==> src/rtl/iop_to_ahb_master.sv <==
// iop_to_ahb_master: bridges a simple valid/ready command/response port onto
// an AHB-Lite master. Single outstanding transfer, byte/halfword/word sizes,
// configurable byte-lane order and a sticky wait-state timeout flag.
module iop_to_ahb_master #(
    parameter int          BE      = 0,
    parameter logic [15:0] TIMEOUT = 16'd256
) (
    input  logic        HCLK,
    input  logic        HRESET,

    input  logic        CMDVALID,
    output logic        CMDREADY,
    input  logic        CMDWRITE,
    input  logic [31:0] CMDADDR,
    input  logic [1:0]  CMDSIZE,
    input  logic [31:0] CMDWDATA,

    output logic        RSPVALID,
    input  logic        RSPREADY,
    output logic [31:0] RSPRDATA,
    output logic        RSPERR,

    output logic [31:0] HADDR,
    output logic [1:0]  HTRANS,
    output logic        HWRITE,
    output logic [2:0]  HSIZE,
    output logic [2:0]  HBURST,
    output logic [3:0]  HPROT,
    output logic        HMASTLOCK,
    output logic [31:0] HWDATA,

    input  logic        HREADY,
    input  logic        HRESP,
    input  logic [31:0] HRDATA,

    output logic        BUSTIMEOUT
);

    typedef enum logic [1:0] {
        ST_IDLE = 2'd0,
        ST_ADDR = 2'd1,
        ST_DATA = 2'd2,
        ST_RESP = 2'd3
    } state_t;

    state_t      state_q;
    state_t      state_d;

    logic [31:0] haddr_q;
    logic        hwrite_q;
    logic [1:0]  hsize_q;
    logic [31:0] wdata_q;

    logic [31:0] rsp_rdata_q;
    logic        rsp_err_q;

    logic [15:0] wait_cnt_q;
    logic [16:0] wait_inc;
    logic        timeout_q;

    logic        illegal;
    logic        accept_ok;
    logic        accept_bad;
    logic        wait_cycle;

    logic [1:0]  lane;
    logic [4:0]  shift;
    logic [31:0] rd_shifted;
    logic [31:0] wdata_lane;
    logic [31:0] rdata_lane;

    assign illegal = (CMDSIZE == 2'd3)
                   || ((CMDSIZE == 2'd2) && (CMDADDR[1:0] != 2'b00))
                   || ((CMDSIZE == 2'd1) && CMDADDR[0]);

    assign accept_ok  = (state_q == ST_IDLE) && CMDVALID && !illegal;
    assign accept_bad = (state_q == ST_IDLE) && CMDVALID && illegal;
    assign wait_cycle = ((state_q == ST_ADDR) || (state_q == ST_DATA)) && !HREADY;
    assign wait_inc   = {1'b0, wait_cnt_q} + 17'd1;

    assign HADDR      = haddr_q;
    assign HWRITE     = hwrite_q;
    assign HSIZE      = {1'b0, hsize_q};
    assign HBURST     = 3'b000;
    assign HPROT      = 4'b0011;
    assign HMASTLOCK  = 1'b0;
    assign RSPRDATA   = rsp_rdata_q;
    assign RSPERR     = rsp_err_q;
    assign BUSTIMEOUT = timeout_q;

    assign shift      = {lane, 3'b000};
    assign rd_shifted = HRDATA >> shift;

    // Pick the starting byte lane of the latched transfer; big-endian mirrors it.
    always_comb begin
        lane = 2'b00;
        case (hsize_q)
            2'd0:    lane = (BE != 0) ? ~haddr_q[1:0] : haddr_q[1:0];
            2'd1:    lane = {((BE != 0) ? ~haddr_q[1] : haddr_q[1]), 1'b0};
            default: lane = 2'b00;
        endcase
    end

    // Move write data onto its lane and pull read data off it, zero-filling the rest.
    always_comb begin
        wdata_lane = wdata_q;
        rdata_lane = HRDATA;
        case (hsize_q)
            2'd0: begin
                wdata_lane = {24'd0, wdata_q[7:0]} << shift;
                rdata_lane = {24'd0, rd_shifted[7:0]};
            end
            2'd1: begin
                wdata_lane = {16'd0, wdata_q[15:0]} << shift;
                rdata_lane = {16'd0, rd_shifted[15:0]};
            end
            default: begin
                wdata_lane = wdata_q;
                rdata_lane = HRDATA;
            end
        endcase
    end

    // State register; reset drops any transfer in flight without a response.
    always_ff @(posedge HCLK) begin
        if (HRESET) begin
            state_q <= ST_IDLE;
        end else begin
            state_q <= state_d;
        end
    end

    // Next-state and per-state bus/handshake outputs.
    always_comb begin
        state_d  = state_q;
        CMDREADY = 1'b0;
        HTRANS   = 2'b00;
        HWDATA   = 32'd0;
        RSPVALID = 1'b0;
        case (state_q)
            ST_IDLE: begin
                CMDREADY = !HRESET;
                if (CMDVALID) begin
                    state_d = illegal ? ST_RESP : ST_ADDR;
                end
            end
            ST_ADDR: begin
                HTRANS = 2'b10;
                if (HREADY) begin
                    state_d = ST_DATA;
                end
            end
            ST_DATA: begin
                HWDATA = wdata_lane;
                if (HREADY) begin
                    state_d = ST_RESP;
                end
            end
            ST_RESP: begin
                RSPVALID = 1'b1;
                if (RSPREADY) begin
                    state_d = ST_IDLE;
                end
            end
            default: state_d = ST_IDLE;
        endcase
    end

    // Latch a legal command; rejected commands leave the address-phase signals untouched.
    always_ff @(posedge HCLK) begin
        if (HRESET) begin
            haddr_q  <= 32'd0;
            hwrite_q <= 1'b0;
            hsize_q  <= 2'd0;
            wdata_q  <= 32'd0;
        end else if (accept_ok) begin
            haddr_q  <= CMDADDR;
            hwrite_q <= CMDWRITE;
            hsize_q  <= CMDSIZE;
            wdata_q  <= CMDWDATA;
        end
    end

    // Build the response: immediate error for rejects, otherwise captured at data-phase end.
    always_ff @(posedge HCLK) begin
        if (HRESET) begin
            rsp_rdata_q <= 32'd0;
            rsp_err_q   <= 1'b0;
        end else if (accept_bad) begin
            rsp_rdata_q <= 32'd0;
            rsp_err_q   <= 1'b1;
        end else if ((state_q == ST_DATA) && HREADY) begin
            rsp_err_q   <= HRESP;
            rsp_rdata_q <= (HRESP || hwrite_q) ? 32'd0 : rdata_lane;
        end
    end

    // Count wait states of the current transfer, saturating at the limit.
    always_ff @(posedge HCLK) begin
        if (HRESET) begin
            wait_cnt_q <= 16'd0;
        end else if (accept_ok) begin
            wait_cnt_q <= 16'd0;
        end else if (wait_cycle && (wait_cnt_q != TIMEOUT)) begin
            wait_cnt_q <= wait_inc[15:0];
        end
    end

    // Sticky timeout flag: set on the wait cycle that brings the count to the limit.
    always_ff @(posedge HCLK) begin
        if (HRESET) begin
            timeout_q <= 1'b0;
        end else if (wait_cycle && (wait_inc >= {1'b0, TIMEOUT})) begin
            timeout_q <= 1'b1;
        end
    end

endmodule

==> config.mk <==
export PLATFORM = sky130hd
export DESIGN_NAME = iop_to_ahb_master
export DESIGN_NICKNAME = d
export VERILOG_FILES = /design/src/rtl/iop_to_ahb_master.sv
export SDC_FILE = /design/constraint.sdc
export NUM_CORES = 1
export LEC_CHECK = 0
export CORE_UTILIZATION = 44
export DETAILED_ROUTE_END_ITERATION = 10
export PLACE_DENSITY = 0.77
export SLEW_MARGIN = 15
export SYNTH_ARGS = -nofsm -noshare
export SYNTH_HDL_FRONTEND = slang
export SYNTH_SLANG_ARGS = --single-unit
==> constraint.sdc <==
create_clock -name HCLK -period 2.2 [get_ports HCLK]
set_input_delay 0.22 -clock HCLK [delete_from_list [all_inputs] [get_ports HCLK]]
set_output_delay 0.22 -clock HCLK [all_outputs]
set_load 0.01 [all_outputs]
* After elaboration in Yosys (flattened, before gate mapping)
Cells that the tools add are included.
Word-level totals: bits in registers 119, output and inout port bits 114
Operators by class: equal/unequal tests 12, order comparisons 1, reduce and logical (&&, ||, !) cells 23, add/sub/neg operators 1, shifts and indexed selects 3, mux-type cells 16
Operators by type and width (count):
- 32-bit one-hot mux with 2 select lines | 2
- 32-bit two-way mux | 2
- 16-bit by 5-bit left shift with 32-bit output | 1
- 8-bit by 5-bit left shift with 32-bit output | 1
- 32-bit by 5-bit >> shifter with 16-bit output | 1
- 16-bit by 1-bit adder with 17-bit output, second input constant | 1
- 17-bit by 9-bit >= comparator with 1-bit output, second input constant | 1
- 16-bit by 9-bit inequality test with 1-bit output, second input constant | 1
- 2-bit two-way mux | 6
- 1-bit logical AND | 9
- 2-bit == test, second input constant | 4
- 2-bit inequality test, second input constant | 4
- 2-bit one-hot mux with 4 select lines | 1
- 2-bit by 1-bit == test with 1-bit output, second input constant | 3
- 2-bit logical NOT | 2
- 1-bit logical OR | 4
- 1-bit two-way mux | 4
- 2-bit one-hot mux with 2 select lines | 1
- 4-bit AND reduction | 1
- 2-bit nonzero test | 2
- 2-bit OR reduction | 2
- 1-bit logical NOT | 3

* Longest topological paths before layout
Gate-level depths: netlist (run 1).
depth in word-level cells 7, gate-level depth with buffers 9

* Worst setup path after synthesis (run 1)
OpenSTA, ideal clock, no wires.
kind register to register, start register haddr_q[0], in the netlist HADDR[0], end register rsp_rdata_q[7], in the netlist RSPRDATA[7], data arrival time 1.669 ns, required time 2.072 ns, slack 0.403 ns, period minus slack after synthesis 1.797 ns, buffers on the path 1, stages on the path, launching flop included 7, cell sequence dfxtp_1 > buf_6 > nor2b_4 > mux4_2 > mux2_4 > a22oi_2 > nor2_1
On the way: word-level cells in the longest chain between the ends 4
RTL lines:
- start: declaration | line 49 | logic [31:0] haddr_q;
- start signal: assignment | line 172 | haddr_q <= 32'd0;
- start signal: assignment | line 177 | haddr_q <= CMDADDR;
- 2-bit one-hot mux with 2 select lines | line 97 | case (hsize_q)
- 32-bit by 5-bit >> shifter with 16-bit output | line 92 | assign rd_shifted = HRDATA >> shift;
- 32-bit one-hot mux with 2 select lines | line 108 | case (hsize_q)
- 32-bit two-way mux | line 194 | rsp_rdata_q <= (HRESP || hwrite_q) ? 32'd0 : rdata_lane;
- end signal: assignment | line 194
- end: declaration | line 54 | logic [31:0] rsp_rdata_q;
No other way between the ends. A chain may end at the register's enable or synchronous reset.

* Final worst setup path (run 1)
start register hsize_q[0], end output HWDATA[9]
On the way: word-level cells in the longest chain between the ends 5
RTL lines:
- start: declaration | line 51 | logic [1:0] hsize_q;
- start signal: assignment | line 174 | hsize_q <= 2'd0;
- start signal: assignment | line 179 | hsize_q <= CMDSIZE;
- 2-bit by 1-bit == test with 1-bit output or 2-bit logical NOT (tied branches) | line 97, 108
- 2-bit one-hot mux with 2 select lines | line 97
- 16-bit by 5-bit left shift with 32-bit output or 8-bit by 5-bit left shift with 32-bit output (tied branches) | line 114, 110
- 32-bit one-hot mux with 2 select lines (*) | line 108
- 32-bit two-way mux (*) | line 140 | case (state_q)
- end: declaration | line 30 | output logic [31:0] HWDATA,
Every way passes the cells marked *; elsewhere a longest branch is shown, timed or not.

==> reports/metrics.csv, run 1 <==
stage,metric,value,unit
cts,Clock Tree Root,clkbuf_16,
route,router iterations before antenna repair,5,
logic_synthesis,Post-synth EDFFs,0,
worst_setup_path,WP data required,1.98,ns
logic_synthesis,synthesized flop and latch total,119,
global_route,antenna violations before repair,0,
cts,H-tree levels,4,
route,Residual DRC,0,
worst_setup_path,Crit-path slowest cell,clkdlybuf4s50_1,
global_route,global-route wire length before repair,27400,um
global_route,GRT Util Overall,0.265,
worst_setup_path,"Cell Chain, Critical Path",buf_6 -> nand2_1 -> o21ai_1 -> mux2i_1 -> nor2_1 -> clkdlybuf4s50_1,
sta,max-slew violations,0,
final_layout,P&R area growth vs syn,50.8,%
final_layout,share of cells above drive strength 1,0.101,
logic_synthesis,Async SR Flop Fraction,0,
logic_synthesis,post-synthesis average cell area,7.91,um^2
route,vias per cell,5.31,
global_route,vias in the first global route,5507,
sta,unrepaired setup endpoints after global routing,false,
final_layout,Non-Filler Instances,1113,
final_layout,Fillers,1081,
worst_setup_path,Top delay family on crit path,buffers and inverters,
route,via count,5907,
route,"antenna viol nets, final",0,
final_layout,multi-input logic area,3070,um^2
logic_synthesis,dominant synthesized flop cell,dfxtp_1,
route,wire length on met3,1570,um
cts,cts bufs inserted,17,
power_and_ir_drop,Pwr Total,6900,uW
route,wl on met1,7380,um
logic_synthesis,synthesized area,5730,um^2
sta,Finish-stage setup viols,0,
floorplan,chip width,116,um
cts,CTS clock-pin slew for the worst setup and hold paths,0.05,ns
sta,Slew HR,0.615,
sta,period utilization,0.966,
worst_setup_path,crit path DAT,1.90,ns
logic_synthesis,Yosys warning total,0,
worst_setup_path,buffers and inverters on the worst path,2,
sta,Min Hold Slack,0.351,ns
global_route,largest net degree at the start of global routing,68,
floorplan,Initial Utilization,0.452,
worst_setup_path,Setup crit start kind,register,
worst_setup_path,critical path endpoint category,output port,
final_layout,nets,1040,
power_and_ir_drop,cell leakage power,0.00325,uW
route,total wire length,17700,um
logic_synthesis,Syn Inst Count,724,
status,run status,completed,
route,Highest Signal Layer,met4,
cts,Clock Sinks,119,
global_route,grt total ovfl,0,
final_layout,Antenna Cells,0,
worst_setup_path,CP peak stage delay,0.55,ns
cts,buffer depth of the longest clock path,2,
route,Detail Route met2 WL,8490,um
placement,I/O Buffers,208,
flow_run,max-cap violations,0,
route,initial DRC count,404,
final_layout,Reg area,2390,um^2
floorplan,Core ar.,12700,um^2
sta,fmax,471,MHz
sta,Setup TNS,0,ns
placement,gpl congestion,0.886,
floorplan,die height,116,um
logic_synthesis,sequential share of the synthesized area,0.416,
placement,placed insts,1079,
worst_setup_path,worst setup path class,reg -> out,
sta,slew at the pin closest to its max-slew limit,0.574,ns
power_and_ir_drop,VDD IR max,0.553,mV
cts,clk_lat worst skew,0.41,ns
floorplan,Top Ports,219,
sta,min cycle time layout,2.12,ns
power_and_ir_drop,PD cells,799,nW/um^2
min_path,worst hold path class,in -> reg,
sta,Final Hold Viols,0,
floorplan,die area,13500,um^2
logic_synthesis,post-synth cell types,63,
cts,CTS tree,built,
sta,Max Clock Skew,0.00473,ns
worst_setup_path,"critical path fanouts, max",18,
route,wire per inst,15.9,um
floorplan,number of cell rows,41,
placement,DPL Wire Length,12500,um
path summary, 6_finish.rpt:
path,depth (start not counted),slack [ns],from,end
min reg2reg,2,0.45,HADDR[26]$_SDFFE_PP0P_,HADDR[26]$_SDFFE_PP0P_
max reg2reg,7,0.23,state_q[1]$_SDFFE_PP0P_,wait_cnt_q[7]$_SDFFE_PP0P_
max,6,0.08,hsize_q[0]$_SDFFE_PP0P_,HWDATA[9]
min,3,0.35,CMDWDATA[20],wdata_q[20]$_SDFFE_PP0P_
tightest hold or removal path: stages:
cell and delay, ns:
clkdlybuf4s50_1 0.39, nand2_1 0.05, a21oi_1 0.05
per-stage QoR:
| stage | utilization | instance area, um^2 | setup WS, ns |
|---|---|---|---|
| finish | 0.681 | 8630 | 0.0751 |
| global placement | 0.632 | 8010 | 0.246 |
| detailed placement | 0.632 | 8010 | 0.216 |
| global route | 0.681 | 8630 | 0.00296 |
| floorplan | - | 5760 | 0.403 |
| CTS | 0.679 | 8610 | 0.00290 |
metal layers:
metal / vias to the layer above / GRT usage
li1: 2892 / -
met1: 2765 / 0.309
met2: 234 / 0.445
met3: 16 / 0.0973
met4: 0 / 0.0974
met5: - / 0
cells in the final DEF (no fill, tap or decap), types with 5 or more instances in the layout:
master           Yosys  final
a21oi_1             85     85
dlymetal6s2s_1       0      5
a22oi_1             37     37
o31ai_1              5      5
clkdlybuf4s50_1      0    178
a22o_1               7      7
clkinv_2             0      6
clkbuf_16            0     17
inv_1                7      6
nor2_1              54     53
nand2_1            173    172
nand4_1              9      9
nor3_1               8      8
conb_1               2     10
xor2_1               9      9
nand3_1              9      9
o21ai_0             15      9
buf_4               13     24
clkinvlp_4           0      5
dfxtp_1            119    116
dlygate4sd2_1        0     24
and2_1              11     11
nor2b_1             22     22
ha_1                 7      6
mux2i_1             12     12
Yosys cell counts, drive strengths merged (3+ instances only):
| master | n | share of area |
|---|---|---|
| or4 | 3 | 0.0039 |
| nand3 | 10 | 0.0096 |
| o221ai | 4 | 0.0061 |
| a21oi | 86 | 0.076 |
| clkbuf | 32 | 0.022 |
| inv | 7 | 0.0046 |
| nor2 | 56 | 0.038 |
| and3 | 4 | 0.0044 |
| o22ai | 3 | 0.0033 |
| o21ai | 15 | 0.013 |
| xnor2 | 3 | 0.0046 |
| nor3 | 9 | 0.0087 |
| nor2b | 23 | 0.026 |
| a221o | 3 | 0.0052 |
| nand2 | 175 | 0.12 |
| xor2 | 9 | 0.014 |
| buf | 30 | 0.033 |
| o31ai | 5 | 0.0066 |
| dfxtp | 119 | 0.42 |
| a211oi | 4 | 0.0052 |
| ha | 7 | 0.015 |
| nand4 | 11 | 0.016 |
| and2 | 11 | 0.012 |
| a22oi | 38 | 0.051 |
| a22o | 7 | 0.011 |
| nor4 | 3 | 0.0033 |
| mux2i | 12 | 0.021 |
| nand2b | 6 | 0.0079 |
| a31oi | 3 | 0.0033 |
cell type report:
| type | count | share of cell area |
|---|---|---|
| inverters | 8 | 0.00362 |
| multi-input cells | 543 | 0.356 |
| flip-flops and latches | 119 | 0.277 |
| repair buffers | 239 | 0.273 |
| well taps | 172 | 0.0249 |
| clock inverters | 13 | 0.0152 |
| clock buffers | 19 | 0.0513 |
repair_timing:
item,4_1_cts,5_1_grt
gates resized for setup,42,9
pin swaps,0,0
endpoints found under the setup margin,32,7
setup buffers,2,0
hold buffers,0,0
sequential cells by signal, summed over array words and instances, names as in the netlist:
name and cells:
state_q 2, BUSTIMEOUT 1, RSPERR 1, RSPRDATA 32
wdata_q 32, HADDR 32, hsize_q 2, HWRITE 1
wait_cnt_q 16
cell families (layout without fill, tap and decap cells):
kind of cell               count (synthesis)  after routing  synth area share
xor gates and xnor gates                  12             12            0.0184
buffers and inverters                     70            279            0.0594
DFF                                      119            119             0.416
AOI/OAI and AO/OA                        177            177             0.194
adders and majority gates                  7              7            0.0153
muxes                                     16             16            0.0334
other                                      2             10           0.00131
and+or+nand+nor                          321            321             0.262
where the power goes:
group,internal (uW),total [uW],switching (uW)
Combinational,830,1780,948
Clock,1680,2670,985
Sequential,2320,2450,127
Total,4840,6900,2060
(Power assumes the default switching activity.)
==> run 2: changes to the inputs <==
--- a/config.mk
+++ b/config.mk
@@ -5,6 +5,7 @@
 export SDC_FILE = /design/constraint.sdc
 export NUM_CORES = 1
 export LEC_CHECK = 0
+export CAP_MARGIN = 10
 export CORE_UTILIZATION = 44
 export DETAILED_ROUTE_END_ITERATION = 10
 export PLACE_DENSITY = 0.77
==> results of run 2 <==
No change in the layout: final DEF, timing and power equal those of run 1.
==> run 3: changes to the inputs <==
--- a/config.mk
+++ b/config.mk
@@ -9,6 +9,7 @@
 export CORE_UTILIZATION = 44
 export DETAILED_ROUTE_END_ITERATION = 10
 export PLACE_DENSITY = 0.77
+export SETUP_SLACK_MARGIN = 0.5
 export SLEW_MARGIN = 15
 export SYNTH_ARGS = -nofsm -noshare
 export SYNTH_HDL_FRONTEND = slang
==> reports/metrics.csv, run 3 (synthesis gave the netlist of run 1 again) <==
stage,metric,value,unit
route,via count,6233,
power_and_ir_drop,cell leakage power,0.00342,uW
worst_setup_path,worst r2r dst,RSPRDATA[7]$_SDFFE_PP0P_,
final_layout,nets,1076,
floorplan,Top Ports,219,
floorplan,die area,13500,um^2
route,router iterations before antenna repair,6,
sta,Slew HR,0.642,
sta,worst setup margin,0.325,ns
sta,max-slew violations,0,
cts,H-tree levels,4,
route,wire per inst,17.1,um
sta,period utilization,0.852,
route,initial DRC count,613,
sta,Max Clock Skew,0.00673,ns
cts,clk_lat worst skew,0.43,ns
placement,I/O Buffers,208,
power_and_ir_drop,Pwr Total,7520,uW
global_route,GRT Util Overall,0.280,
worst_setup_path,Setup crit start kind,register,
global_route,largest net degree at the start of global routing,68,
cts,CTS tree,built,
min_path,Hold Path End,RSPERR$_SDFFE_PP0P_,
placement,placed insts,1074,
worst_setup_path,r2r worst-path depth,6,
worst_setup_path,"critical path fanouts, max",11,
floorplan,Initial Utilization,0.452,
final_layout,"leading cell types in the layout, fill and taps excluded","nand2_1, clkdlybuf4s50_1, dfxtp_1",
worst_setup_path,WP data required,1.98,ns
cts,buffer depth of the longest clock path,2,
global_route,global-route wire length before repair,28800,um
route,vias per cell,5.43,
sta,unrepaired setup endpoints after global routing,true,
global_route,antenna violations before repair,1,
placement,Post-Place Worst Slack,-0.0248,ns
min_path,min-delay src,HRESET,
floorplan,chip width,116,um
route,"antenna viol nets, final",0,
floorplan,number of cell rows,41,
worst_setup_path,worst setup path class,reg -> out,
floorplan,Core ar.,12700,um^2
worst_setup_path,Crit Reg-Reg Startpoint,HADDR[0]$_SDFFE_PP0P_,
worst_setup_path,crit path DAT,1.66,ns
sta,Setup TNS,0,ns
placement,gpl congestion,0.874,
sta,slew at the pin closest to its max-slew limit,0.537,ns
worst_setup_path,flop2flop setup slack,0.43,ns
route,Residual DRC,0,
floorplan,die height,116,um
final_layout,Non-Filler Instances,1148,
sta,fmax,533,MHz
status,run status,completed,
sta,Finish-stage setup viols,0,
power_and_ir_drop,VDD IR max,0.606,mV
flow_run,max-cap violations,0,
cts,Clock Tree Root,clkbuf_16,
final_layout,"commonest non-fill, non-tap cell in the layout",nand2_1,
global_route,vias in the first global route,5743,
sta,Final Hold Viols,0,
final_layout,P&R area growth vs syn,61.3,%
route,total wire length,19600,um
min_path,worst hold path class,in -> reg,
final_layout,share of cells above drive strength 1,0.237,
sta,min cycle time layout,1.88,ns
placement,DPL Wire Length,12400,um
worst_setup_path,critical path endpoint category,output port,
min_path,hold depth,2,
cts,CTS clock-pin slew for the worst setup and hold paths,0.05,ns
cts,cts bufs inserted,17,
cts,Clock Sinks,119,
power_and_ir_drop,PD cells,815,nW/um^2
global_route,grt total ovfl,0,
run 3: changes by cell type in the layout (fill, tap and decap cells not counted), moves of 16 or more:
| cell | change |
|---|---|
| buf_2 | +23 |
| dlygate4sd2_1 | -19 |
| dfxtp_1 | -18 |
| buf_4 | +17 |
| buf_6 | +16 |
run 3: layout make-up:
type | count | area, um^2
antenna | 1 | 2.50
clock buffer | 22 | 474
clock inverter | 8 | 123
fill | 959 | 3430
inverter | 8 | 38.8
multi-input combinational | 544 | 3370
sequential | 119 | 2430
tap | 172 | 215
timing repair buffer | 274 | 2590
run 3: critical path, cell delays in order (launching register included):
cell and delay, ns:
dfxtp_4 0.36, buf_12 0.14, buf_4 0.13, o21ai_2 0.18, mux2i_1 0.14, nor2_1 0.13, buf_2 0.14
run 3: through the flow:
stage / cell area, um^2 / util / hold slack (ns)
after CTS: 8930 / 0.705 / 0.0254
after global placement: 7970 / 0.629 / 0.441
after detailed placement: 7970 / 0.629 / 0.446
after global routing: 9240 / 0.729 / 0.0301
after floorplan: 5770 / - / 0.348
final: 9240 / 0.729 / 0.0216
run 3: report_power, final:
part           leakage, uW  switching (uW)  internal, uW
clock network     0.000284             997          1850
registers         0.000976             153          2330
logic              0.00216            1080          1100
total              0.00342            2230          5290
run 3: worst max-delay path by stage:
stage / slack, ns / depth (start not counted) / end / start
floorplan: 0.48 / 6 / RSPRDATA[7]$_SDFFE_PP0P_ / HADDR[0]$_SDFFE_PP0P_
global placement: 0.11 / 5 / HWDATA[1] / state_q[0]$_SDFFE_PP0P_
detailed placement: -0.02 / 5 / HWDATA[2] / state_q[0]$_SDFFE_PP0P_
CTS: 0.29 / 6 / HWDATA[31] / hsize_q[0]$_SDFFE_PP0P_
global route: 0.29 / 6 / HWDATA[13] / hsize_q[0]$_SDFFE_PP0P_
finish: 0.32 / 6 / HWDATA[13] / hsize_q[0]$_SDFFE_PP0P_
run 3: routing by layer:
metal,part of all wire,global-route usage,vias up
met5,0,0,-
met4,0.034,0.153,0
met3,0.078,0.0774,53
met2,0.49,0.459,303
met1,0.40,0.332,2911
li1,-,-,2966
run 3: timing repair:
item | CTS | global route
hold buffers | 0 | 0
gates cloned | 0 | 1
resized for setup | 171 | 103
endpoints found under the setup margin | 75 | 79
pin swaps | 14 | 32
hold endpoints to repair | 0 | 0
setup buffers | 26 | 16
